**config.mk**
```make
export PLATFORM = sky130hd
export DESIGN_NAME = reg_dump_reader
export DESIGN_NICKNAME = d
export VERILOG_FILES = /design/src/rtl/reg_dump_reader.sv
export SDC_FILE = /design/constraint.sdc
export NUM_CORES = 1
export LEC_CHECK = 0
export ABC_AREA = 1
export BUFFER_PORTS_ARGS = -buffer_cell sky130_fd_sc_hd__clkbuf_2
export CAP_MARGIN = 5
export CORE_ASPECT_RATIO = 1.25
export CORE_MARGIN = 2
export CORE_UTILIZATION = 25
export CTS_CLUSTER_DIAMETER = 30
export DETAILED_ROUTE_END_ITERATION = 8
export GPL_TIMING_DRIVEN = 0
export PLACE_DENSITY = 0.53
export REMOVE_ABC_BUFFERS = 1
export SYNTH_ARGS = -nofsm -noshare
export SYNTH_HDL_FRONTEND = slang
export SYNTH_SLANG_ARGS = --single-unit
```
**constraint.sdc**
```tcl
create_clock -name clk -period 1.4 [get_ports clk]
set_input_delay 0.28 -clock clk [delete_from_list [all_inputs] [get_ports clk]]
set_output_delay 0.28 -clock clk [all_outputs]
set_load 0.005 [all_outputs]
```
**src/rtl/reg_dump_reader.sv**
```systemverilog
// reg_dump_reader: streams the whole register file out as bytes.
// Each register is read through port A, latched once in its LOAD cycle, then
// sent as four bytes over a valid/ready byte interface. Register 0 always
// reads as zero. done pulses for one cycle once the whole dump is finished.
module reg_dump_reader #(
    parameter int NUM_REGS  = 32,
    parameter bit MSB_FIRST = 1'b1
) (
    input  logic        clk,
    input  logic        rst_n,
    input  logic        start,
    output logic [4:0]  ra,
    input  logic [31:0] busa,
    output logic [7:0]  tx_data,
    output logic        tx_valid,
    input  logic        tx_ready,
    output logic        busy,
    output logic        done
);

    typedef enum logic [1:0] {IDLE, LOAD, SEND, DONE} state_t;

    localparam logic [4:0] LAST_IDX = 5'(NUM_REGS - 1);

    state_t      state;
    logic [4:0]  idx;
    logic [1:0]  byte_cnt;
    logic [31:0] shreg;
    logic [31:0] word;
    logic        xfer;

    // Register 0 is hardwired zero, whatever the bank drives.
    assign word = (idx == 5'd0) ? 32'h0000_0000 : busa;
    assign xfer = tx_valid && tx_ready;

    // Dump sequencer. tx_data always holds the byte currently offered; shreg
    // holds the latched word and shifts so the next byte sits at a fixed slot.
    // done rises on the edge that leaves DONE, one cycle after the last transfer.
    always_ff @(posedge clk or negedge rst_n) begin
        if (!rst_n) begin
            state    <= IDLE;
            idx      <= 5'd0;
            ra       <= 5'd0;
            byte_cnt <= 2'd0;
            shreg    <= 32'h0000_0000;
            tx_data  <= 8'h00;
            tx_valid <= 1'b0;
            busy     <= 1'b0;
            done     <= 1'b0;
        end else begin
            done <= 1'b0;
            case (state)
                IDLE: begin
                    if (start) begin
                        idx   <= 5'd0;
                        ra    <= 5'd0;
                        busy  <= 1'b1;
                        state <= LOAD;
                    end
                end
                LOAD: begin
                    shreg    <= word;
                    byte_cnt <= 2'd0;
                    tx_data  <= MSB_FIRST ? word[31:24] : word[7:0];
                    tx_valid <= 1'b1;
                    state    <= SEND;
                end
                SEND: begin
                    if (xfer) begin
                        if (byte_cnt != 2'd3) begin
                            byte_cnt <= byte_cnt + 2'd1;
                            if (MSB_FIRST) begin
                                tx_data <= shreg[23:16];
                                shreg   <= {shreg[23:0], 8'h00};
                            end else begin
                                tx_data <= shreg[15:8];
                                shreg   <= {8'h00, shreg[31:8]};
                            end
                        end else begin
                            tx_valid <= 1'b0;
                            if (idx == LAST_IDX) begin
                                state <= DONE;
                            end else begin
                                idx   <= idx + 5'd1;
                                ra    <= idx + 5'd1;
                                state <= LOAD;
                            end
                        end
                    end
                end
                DONE: begin
                    busy  <= 1'b0;
                    done  <= 1'b1;
                    state <= IDLE;
                end
                default: state <= IDLE;
            endcase
        end
    end

endmodule

```
==> results.py, run 1 <==
metrics = {
    "floorplan": {
        "die_area_um2": 10800,
        "io_pins": 52,
        "num_rows": 40,
        "die_w_um": 93.4,
        "core_um2": 9660,
        "initial_core_util": 0.258,
        "fp.dieH_um": 116,
    },
    "power": {
        "ir_drop_v": 0.000634,
        "switching_power_uw": 2290,
        "p_int_uw": 2910,
        "pwr-share-comb": 0.467,
        "switching_share": 0.440,
        "p_leak_uw": 0.00202,
        "sequentialPowerShare": 0.302,
        "p_per_area_nw_per_um2": 1460,
        "clockPowerShare": 0.232,
    },
    "clocking": {
        "cts.htree.levels": 2,
        "clockBufferDepth": 2,
        "clk_pin_slew_ns": 0.07,
        "cts_root_buf": "clkbuf_16",
        "insertion_delay_ns": 0.28,
        "clkSinkCount": 44,
        "cts_buffers": 5,
        "cts_tree": "yes",
    },
    "setup_path": {
        "endpoint_kind": "flip-flop",
        "worstPathArrival_ns": 1.69,
        "r2r_start": "idx[1]",
        "r2r-end": "idx[0]",
        "required_ns": 1.58,
        "critPathKind": "reg -> reg",
        "r2r.worst_path.cells": 10,
        "cp_cell_sequence": "ha_2, nand2_2, nor2_2, ha_2, inv_2, nand2_2, nand2_4, buf_6, nand3_2, nand2_1",
        "cp_max_fo": 4,
        "rrSetupSlack_ns": -0.11,
        "max_stage_delay_ns": 0.42,
        "crit_slowest_cell": "dfrtp_1",
        "setup.worst_path.start_class": "flip-flop",
    },
    "synthesis": {
        "synth_top_area_cell": "dfrtp_1",
        "synth_edf_count": 0,
        "syn_avg_cell_area_um2": 7.21,
        "yosysMostFrequentCell": "nand2_1",
        "synthTopCellsByArea": "dfrtp_1 44%, nand2_1 23%, nand3_1 10%, a21oi_1 4.8%, inv_1 4.8%",
        "syn_area_um2": 2490,
        "synth_seq_cells": 44,
        "synth_common_cells": "154 x nand2_1, 51 x nand3_1, 44 x dfrtp_1",
        "synth_top_area_share": 0.441,
        "synth_ff_type": "dfrtp_1",
        "ys_seq_area_frac": 0.441,
        "yosysWarnings": 0,
        "ys_types": 22,
        "postSynth.asyncResetShare": 1.00,
        "netlist_instances": 346,
    },
    "route": {
        "postRouteAntennaNets": 0,
        "vias": 2466,
        "drtIter0Drc": 115,
        "drc": 0,
        "routed_wirelength_um": 7910,
        "avgViaCountPerCell": 4.48,
        "wl_per_cell_um": 14.4,
        "firstDrtPassIters": 4,
    },
    "global_routing": {
        "grt_use_met1": 0.178,
        "met3_usage": 0.0221,
        "grt_use_met2": 0.266,
        "overflow": 0,
        "grt_max_degree": 45,
        "grt_pass1_vias": 2395,
        "grt_pass1_wl_um": 12300,
        "gr-max-usage-layer": "met2",
        "grt_antenna_before_repair": 0,
        "grt_use_total": 0.147,
    },
    "hold_path": {
        "hold_depth": 3,
        "min_from": "busa[1]",
        "min_path_type": "in -> reg",
        "hold_end": "shreg[1]",
    },
    "layout": {
        "drive_above_1_share": 0.370,
        "diodes": 0,
        "design_area_um2": 3550,
        "area_delta_synth_final_pct": 42.3,
        "fin_cells": 550,
        "nNetsFinal": 463,
    },
    "sta": {
        "clock_skew_ns": 0.00693,
        "fin_crit_ns": 1.51,
        "rsz0062_at_grt": "yes",
        "max_freq_ghz": 0.662,
        "min_period_over_period": 1.08,
        "max_slew_margin": 0.683,
        "worstMarginPinSlew_ns": 0.476,
        "slew_violations": 0,
        "hold_viol": 0,
        "setup_viol": 15,
        "finalWorstSetupSlack_ns": -0.111,
    },
    "place": {
        "dp_cells": 505,
        "place_congestion": 0.735,
        "dp_hpwl_um": 3730,
        "placed_cell_area_um2": 2780,
        "port_buffers": 51,
    },
    "run_status": {
        "status": "complete, but fails checks",
        "violations": "negative setup slack",
    },
    "job": {
        "maxCapViolCount": 0,
    },
}
## layout make-up
type	instances	area [um^2]
Fill cell	1016	6110
Multi-Input combinational cell	256	1460
Sequential cell	44	1110
Timing Repair Buffer	81	531
Tap cell	126	158
Inverter	35	151
Clock buffer	6	139
Clock inverter	2	10.0
## registers in the layout (all words and copies together) (netlist names)
name,count
tx_valid,1
state,2
done,1
tx_data,8
byte_cnt,2
idx,5
busy,1
shreg,24
## worst max-delay path by stage
stage,cells past startpoint,endpoint,start,slack [ns]
floorplan,6,shreg[10],state[1],-0.43
global placement,6,shreg[9],state[1],-1.15
detailed placement,6,shreg[9],state[1],-1.16
CTS,10,idx[0],idx[0],-0.07
global route,10,idx[3],idx[1],-0.21
finish,10,idx[0],idx[1],-0.11
## per-layer routing
metal	vias to the layer above	share of wire
met3	13	0.037
met5	-	0
met4	0	0.024
met2	58	0.50
li1	1248	-
met1	1147	0.44
## worst max-delay path, delay by kind of cell (launching register included)
family,cells,cell delay [ns]
adders and majority gates,2,0.40
DFF,1,0.42
buffers and inverters,2,0.18
and+or+nand+nor,6,0.41
## cell usage in the layout (no fill, tap or decap)
master / instances
a21oi_1: 23
a21oi_2: 1
buf_12: 2
buf_4: 21
buf_6: 6
clkbuf_16: 5
clkbuf_2: 51
clkbuf_8: 1
clkinv_2: 2
dfrtp_1: 42
dfrtp_2: 1
dfrtp_4: 1
dlygate4sd3_1: 1
ha_1: 1
ha_2: 3
inv_1: 29
inv_12: 1
inv_2: 4
inv_8: 1
nand2_1: 117
nand2_2: 31
nand2_4: 6
nand2_8: 8
nand3_1: 47
nand3_2: 4
nand4_1: 1
nor2_1: 3
nor2_2: 1
nor2_4: 5
nor2_8: 2
o211ai_1: 1
o21ai_0: 1
o21ai_1: 1
## cells by family (layout without fill, tap and decap cells)
group / count (synthesis) / count (layout) / synth area share
simple gates: 218 / 225 / 0.377
flops: 44 / 44 / 0.441
compound gates: 27 / 27 / 0.0552
buf+inv: 53 / 124 / 0.106
fa+ha+maj: 4 / 4 / 0.0201
## metrics by stage
step	total power (uW)	util	setup TNS (ns)	setup slack, ns	hold WS (ns)
floorplan	2540	-	-16.10	-0.430	-0.0156
global placement	3070	0.288	-43.45	-1.15	0.471
detailed placement	3090	0.288	-44.09	-1.16	0.478
CTS	5020	0.343	-1.15	-0.0741	0.225
global route	5510	0.367	-3.23	-0.210	0.241
finish	5200	0.367	-0.609	-0.111	0.226
## repair_timing
action / 4_1_cts / 5_1_grt
cloned: 6 / 1
setup endpoints to repair: 44 / 39
hold buffers: 0 / 1
buffers inserted: 20 / 8
pin swaps: 13 / 30
gates resized for setup: 44 / 40
hold endpoints to repair: 0 / 15
## power groups by stage
| stage | registers (uW) | clock network [uW] | logic, uW |
|---|---|---|---|
| 3_5_place_dp | 1670 | 0 | 1420 |
| 5_1_grt | 1580 | 1310 | 2620 |
| 6_report | 1570 | 1200 | 2420 |
| 3_3_place_gp | 1660 | 0 | 1400 |
| 4_1_cts | 1570 | 1240 | 2200 |
| 2_1_floorplan | 1610 | 0 | 927 |
(Power assumes the default switching activity.)
==> run 2: changes to the inputs <==
Settings changed: CORE_MARGIN 2 to not set.
==> run 2 against run 1 <==
Effect of this change:
- total power up 3.9%
- combinational power up 3%
- critical path type unchanged
- critical endpoint is now idx[2]
- cell count down 0.91%
- largest power group unchanged
- hold slack worse by 0.0022 ns
- count of clock-buffer cells in the layout down 1
- setup slack better by 0.0029 ns
- register-to-register slack about the same
- the flow still finishes with violations (negative setup slack)
==> results.py, run 2 (synthesized netlist as in run 1, its figures left out) <==
metrics = {
    "run_status": {
        "status": "complete, but fails checks",
        "violations": "negative setup slack",
    },
    "sta": {
        "clock_skew_ns": 0.0107,
        "worstMarginPinSlew_ns": 0.504,
        "max_freq_ghz": 0.663,
        "setup_viol": 22,
        "hold_viol": 0,
        "finalWorstSetupSlack_ns": -0.108,
        "fin_setup_tns_ns": -0.793,
        "slew_violations": 0,
        "rsz0062_at_grt": "yes",
        "max_slew_margin": 0.664,
        "hold-worst-slack_ns": 0.224,
        "min_period_over_period": 1.08,
        "fin_crit_ns": 1.51,
    },
    "layout": {
        "drive_above_1_share": 0.356,
        "final_common_cell": "nand2_1",
        "largestRegisters": "shreg: 24 flops, tx_data: 8 flops, idx: 5 flops",
        "nNetsFinal": 458,
        "diodes": 0,
        "largest_reg_flops": 24,
        "final_cell_mix": "123 x nand2_1, 51 x clkbuf_2, 45 x nand3_1",
        "area_delta_synth_final_pct": 43.2,
        "final_util": 0.370,
        "regMostFlops": "shreg",
    },
    "power": {
        "ir_drop_v": 0.000619,
        "p_per_area_nw_per_um2": 1510,
        "power_uw": 5400,
        "p_leak_uw": 0.00200,
    },
    "setup_path": {
        "setup.worst_path.start_class": "flip-flop",
        "crit_start": "idx[1]",
        "critPathKind": "reg -> reg",
        "required_ns": 1.58,
        "worstPathArrival_ns": 1.68,
        "r2r_start": "idx[1]",
        "cp_max_fo": 5,
        "endpoint_kind": "flip-flop",
    },
    "floorplan": {
        "fp.dieH_um": 114,
        "core_um2": 9660,
        "die_area_um2": 10400,
        "num_rows": 40,
        "die_w_um": 91.4,
        "io_pins": 52,
        "initial_core_util": 0.258,
    },
    "global_routing": {
        "grt_antenna_before_repair": 0,
        "grt_use_total": 0.147,
        "overflow": 0,
        "grt_pass1_wl_um": 11900,
        "grt_pass1_vias": 2367,
        "grt_max_degree": 45,
    },
    "route": {
        "avgViaCountPerCell": 4.46,
        "vias": 2432,
        "drtIter0Drc": 126,
        "postRouteAntennaNets": 0,
        "drc": 0,
        "wl_per_cell_um": 14.3,
        "firstDrtPassIters": 4,
        "routed_wirelength_um": 7770,
    },
    "clocking": {
        "cts_root_buf": "clkbuf_16",
        "clk_pin_slew_ns": 0.07,
        "cts_buffers": 5,
        "clkSinkCount": 44,
        "cts_tree": "yes",
        "clockBufferDepth": 2,
        "cts.htree.levels": 2,
        "insertion_delay_ns": 0.29,
    },
    "job": {
        "maxCapViolCount": 0,
    },
    "place": {
        "port_buffers": 51,
        "place_congestion": 0.712,
        "post-place-ws_ns": -1.16,
        "dp_hpwl_um": 3720,
    },
    "hold_path": {
        "min_from": "busa[0]",
        "min_path_type": "in -> reg",
    },
}
## run 2: changes by cell type in the layout (fill, tap and decap cells not counted), moves of 2 or more
cell	delta
buf_12	+4
buf_4	-10
nand2_1	+6
nand2_2	-4
nand3_1	-2
nand3_2	+2
## run 2: worst paths after layout
path,slack (ns),depth (start not counted),endpoint
min,0.22,3,shreg[0]
max reg2reg,-0.11,10,idx[2]
max in group asynchronous,0.36,3,state[1]
min reg2reg,0.48,2,busy
max,-0.11,10,idx[2]
min in group asynchronous,0.50,2,tx_data[2]
## run 2: what timing repair did
action,in CTS,in global routing
hold endpoints to repair,0,9
endpoints found under the setup margin,44,40
setup buffers,12,10
hold buffers,0,1
resized for setup,42,35
pin swaps,19,26
cloned,4,4
## run 2: metal layers
layer | GRT usage | up-vias | share of wire
met5 | 0 | - | 0
li1 | - | 1240 | -
met4 | 0.0381 | 0 | 0.017
met3 | 0.0340 | 10 | 0.045
met1 | 0.180 | 1135 | 0.43
met2 | 0.261 | 47 | 0.50
## run 2: layout make-up
type | instances | area (um^2)
well taps | 126 | 158
clock inverters | 3 | 42.5
flip-flops and latches | 44 | 1110
inverters | 35 | 146
multi-input cells | 257 | 1460
repair buffers | 75 | 536
clock buffers | 5 | 125
fillers | 1040 | 6090
## run 2: where the power goes
part | total (uW) | leakage, uW | switching [uW] | internal (uW)
registers | 1550 | 0.000598 | 126 | 1420
logic | 2490 | 0.00133 | 1660 | 835
clock network | 1360 | 0.0000798 | 523 | 840
total | 5400 | 0.00200 | 2300 | 3100
## run 2: critical path: stages, from the launching register on
cell and delay, ns:
dfrtp_1 0.43, ha_2 0.22, nand2_2 0.06, nor2_2 0.09, ha_2 0.17, inv_2 0.04
nand2_2 0.08, nand2_4 0.06, buf_6 0.13, nand3_2 0.06, nand2_1 0.05
## run 2: metrics by stage
stage	instances	instance area (um^2)
2_1_floorplan	328	2370
4_1_cts	529	3230
5_1_grt	545	3570
3_3_place_gp	505	2780
3_5_place_dp	505	2780
6_report	545	3570
==> run 3: changes to the inputs <==
Settings changed: ABC_AREA 1 to not set.
==> run 3 against run 2 <==
Effect of this change:
- the run still ends with negative setup slack left
- hold slack got worse by 0.0085 ns
- cell count is 25% lower
- area after synthesis shrank 5.6%
- setup slack got worse by 0.28 ns
- synthesized cell count fell by 34%
==> results.py, run 3 <==
metrics = {
    "layout": {
        "diodes": 0,
        "final_util": 0.351,
        "drive_above_1_share": 0.351,
        "regMostFlops": "shreg",
        "final_common_cell": "clkbuf_2",
        "final_cell_mix": "51 x clkbuf_2, 40 x dfrtp_1, 30 x inv_1",
        "area_delta_synth_final_pct": 35.9,
        "fin_cells": 408,
        "largest_reg_flops": 24,
        "nNetsFinal": 324,
        "largestRegisters": "shreg: 24 flops, tx_data: 8 flops, idx: 5 flops",
    },
    "hold_path": {
        "min_path_type": "in -> reg",
    },
    "route": {
        "postRouteAntennaNets": 0,
        "avgViaCountPerCell": 4.75,
        "wl_per_cell_um": 17.2,
        "wl_met3_um": 230,
        "drc": 0,
        "vias": 1938,
        "drtIter0Drc": 99,
        "top_layer": "met4",
        "firstDrtPassIters": 5,
        "wl_met1_um": 3420,
        "wl_met2_um": 3320,
        "routed_wirelength_um": 7010,
    },
    "setup_path": {
        "critPathKind": "reg -> reg",
        "required_ns": 1.60,
        "cp_max_fo": 5,
        "setup.worst_path.start_class": "flip-flop",
        "endpoint_kind": "flip-flop",
        "worstPathArrival_ns": 1.98,
    },
    "sta": {
        "max_freq_ghz": 0.560,
        "slew_violations": 0,
        "max_slew_margin": 0.686,
        "finalWorstSetupSlack_ns": -0.385,
        "fin_crit_ns": 1.79,
        "setup_viol": 38,
        "rsz0062_at_grt": "yes",
        "clock_skew_ns": 0.00526,
        "fin_setup_tns_ns": -11.74,
        "worstMarginPinSlew_ns": 0.471,
        "hold-worst-slack_ns": 0.215,
        "hold_viol": 0,
        "min_period_over_period": 1.28,
    },
    "clocking": {
        "clockBufferDepth": 2,
        "cts_buffers": 5,
        "cts_root_buf": "clkbuf_16",
        "cts_tree": "yes",
        "clk_pin_slew_ns": 0.06,
        "cts.htree.levels": 2,
        "clkSinkCount": 44,
        "insertion_delay_ns": 0.28,
    },
    "global_routing": {
        "grt_pass1_wl_um": 10600,
        "grt_antenna_before_repair": 0,
        "grt_pass1_vias": 2015,
        "grt_use_total": 0.144,
        "grt_max_degree": 45,
        "overflow": 0,
    },
    "place": {
        "dp_hpwl_um": 3510,
        "port_buffers": 51,
        "place_congestion": 0.797,
        "dp_cells": 381,
    },
    "synthesis": {
        "synth_top_area_cell": "dfrtp_1",
        "yosysMostFrequentCell": "dfrtp_1",
        "synth_seq_cells": 44,
        "synth_edf_count": 0,
        "ys_seq_area_frac": 0.467,
        "synth_top_area_share": 0.467,
        "synthTopCellsByArea": "dfrtp_1 47%, mux2i_1 11%, and3b_1 8.9%, a31oi_1 6.6%, inv_1 5.1%",
        "postSynth.asyncResetShare": 1.00,
        "netlist_instances": 228,
        "yosysWarnings": 0,
        "syn_avg_cell_area_um2": 10.3,
        "syn_area_um2": 2360,
        "ys_types": 36,
        "synth_common_cells": "44 x dfrtp_1, 32 x inv_1, 25 x a31oi_1, 25 x mux2i_1, 24 x and3b_1",
        "synth_ff_type": "dfrtp_1",
    },
    "power": {
        "p_per_area_nw_per_um2": 1470,
        "p_leak_uw": 0.00148,
        "ir_drop_v": 0.000834,
    },
    "job": {
        "maxCapViolCount": 0,
    },
    "run_status": {
        "violations": "negative setup slack",
        "status": "complete, but fails checks",
    },
    "floorplan": {
        "die_area_um2": 9820,
        "io_pins": 52,
        "fp.dieH_um": 111,
        "die_w_um": 88.8,
        "num_rows": 39,
        "core_um2": 9130,
        "initial_core_util": 0.258,
    },
}
run 3: final cells by class:
cell class	instances	area, um^2
Inverter	32	120
Multi-Input combinational cell	134	1260
Sequential cell	44	1110
Clock buffer	8	146
Timing Repair Buffer	67	413
Tap cell	123	154
Fill cell	941	5920
run 3: stage by stage:
| stage | instance area [um^2] | worst slack, ns | power [uW] |
|---|---|---|---|
| 2_1_floorplan | 2260 | -0.787 | 2520 |
| 3_3_place_gp | 2670 | -1.69 | 3010 |
| 3_5_place_dp | 2670 | -1.69 | 3010 |
| 4_1_cts | 3070 | -0.382 | 4620 |
| 5_1_grt | 3200 | -0.472 | 4960 |
| 6_report | 3200 | -0.385 | 4690 |
run 3: path summary, 6_finish.rpt:
kind	slack, ns	depth (start not counted)	from	to
min	0.22	2	busa[7]	shreg[7]
min in group asynchronous	0.48	2	rst_n	shreg[23]
max in group asynchronous	0.38	3	rst_n	state[1]
max	-0.39	6	idx[0]	idx[3]
min reg2reg	0.50	1	shreg[1]	shreg[1]
max reg2reg	-0.39	6	idx[0]	idx[3]
run 3: routing by layer:
metal | track usage | up-vias
li1 | - | 941
met1 | 0.197 | 951
met2 | 0.230 | 43
met3 | 0.0329 | 3
met4 | 0.0323 | 0
met5 | 0 | -
run 3: repair_timing:
action | CTS | global route
setup endpoints to repair | 44 | 40
buffers inserted | 9 | 5
gates cloned | 3 | 0
resized for setup | 30 | 10
pin swaps | 7 | 8
hold buffers | 0 | 1
endpoints found under the hold margin | 0 | 15
run 3: critical path, stage by stage (launching register included):
cell and delay [ns]:
dfrtp_2 0.45, ha_4 0.18, and3_4 0.18, ha_4 0.17, nand4b_1 0.20, or4_1 0.42, o211ai_1 0.10
run 3: cell families after synthesis:
| group | after synthesis | synth area share |
|---|---|---|
| buffers and inverters | 53 | 0.0924 |
| AND/OR/NAND/NOR | 48 | 0.151 |
| flip-flops | 44 | 0.467 |
| multiplexers | 25 | 0.106 |
| AO/OA/AOI/OAI | 54 | 0.161 |
| adder cells (fa/ha/maj) | 4 | 0.0212 |
run 3: power by group:
part           internal (uW)  switching (uW)
clock network            713             473
registers               1470             329
logic                    735             975
total                   2920            1780
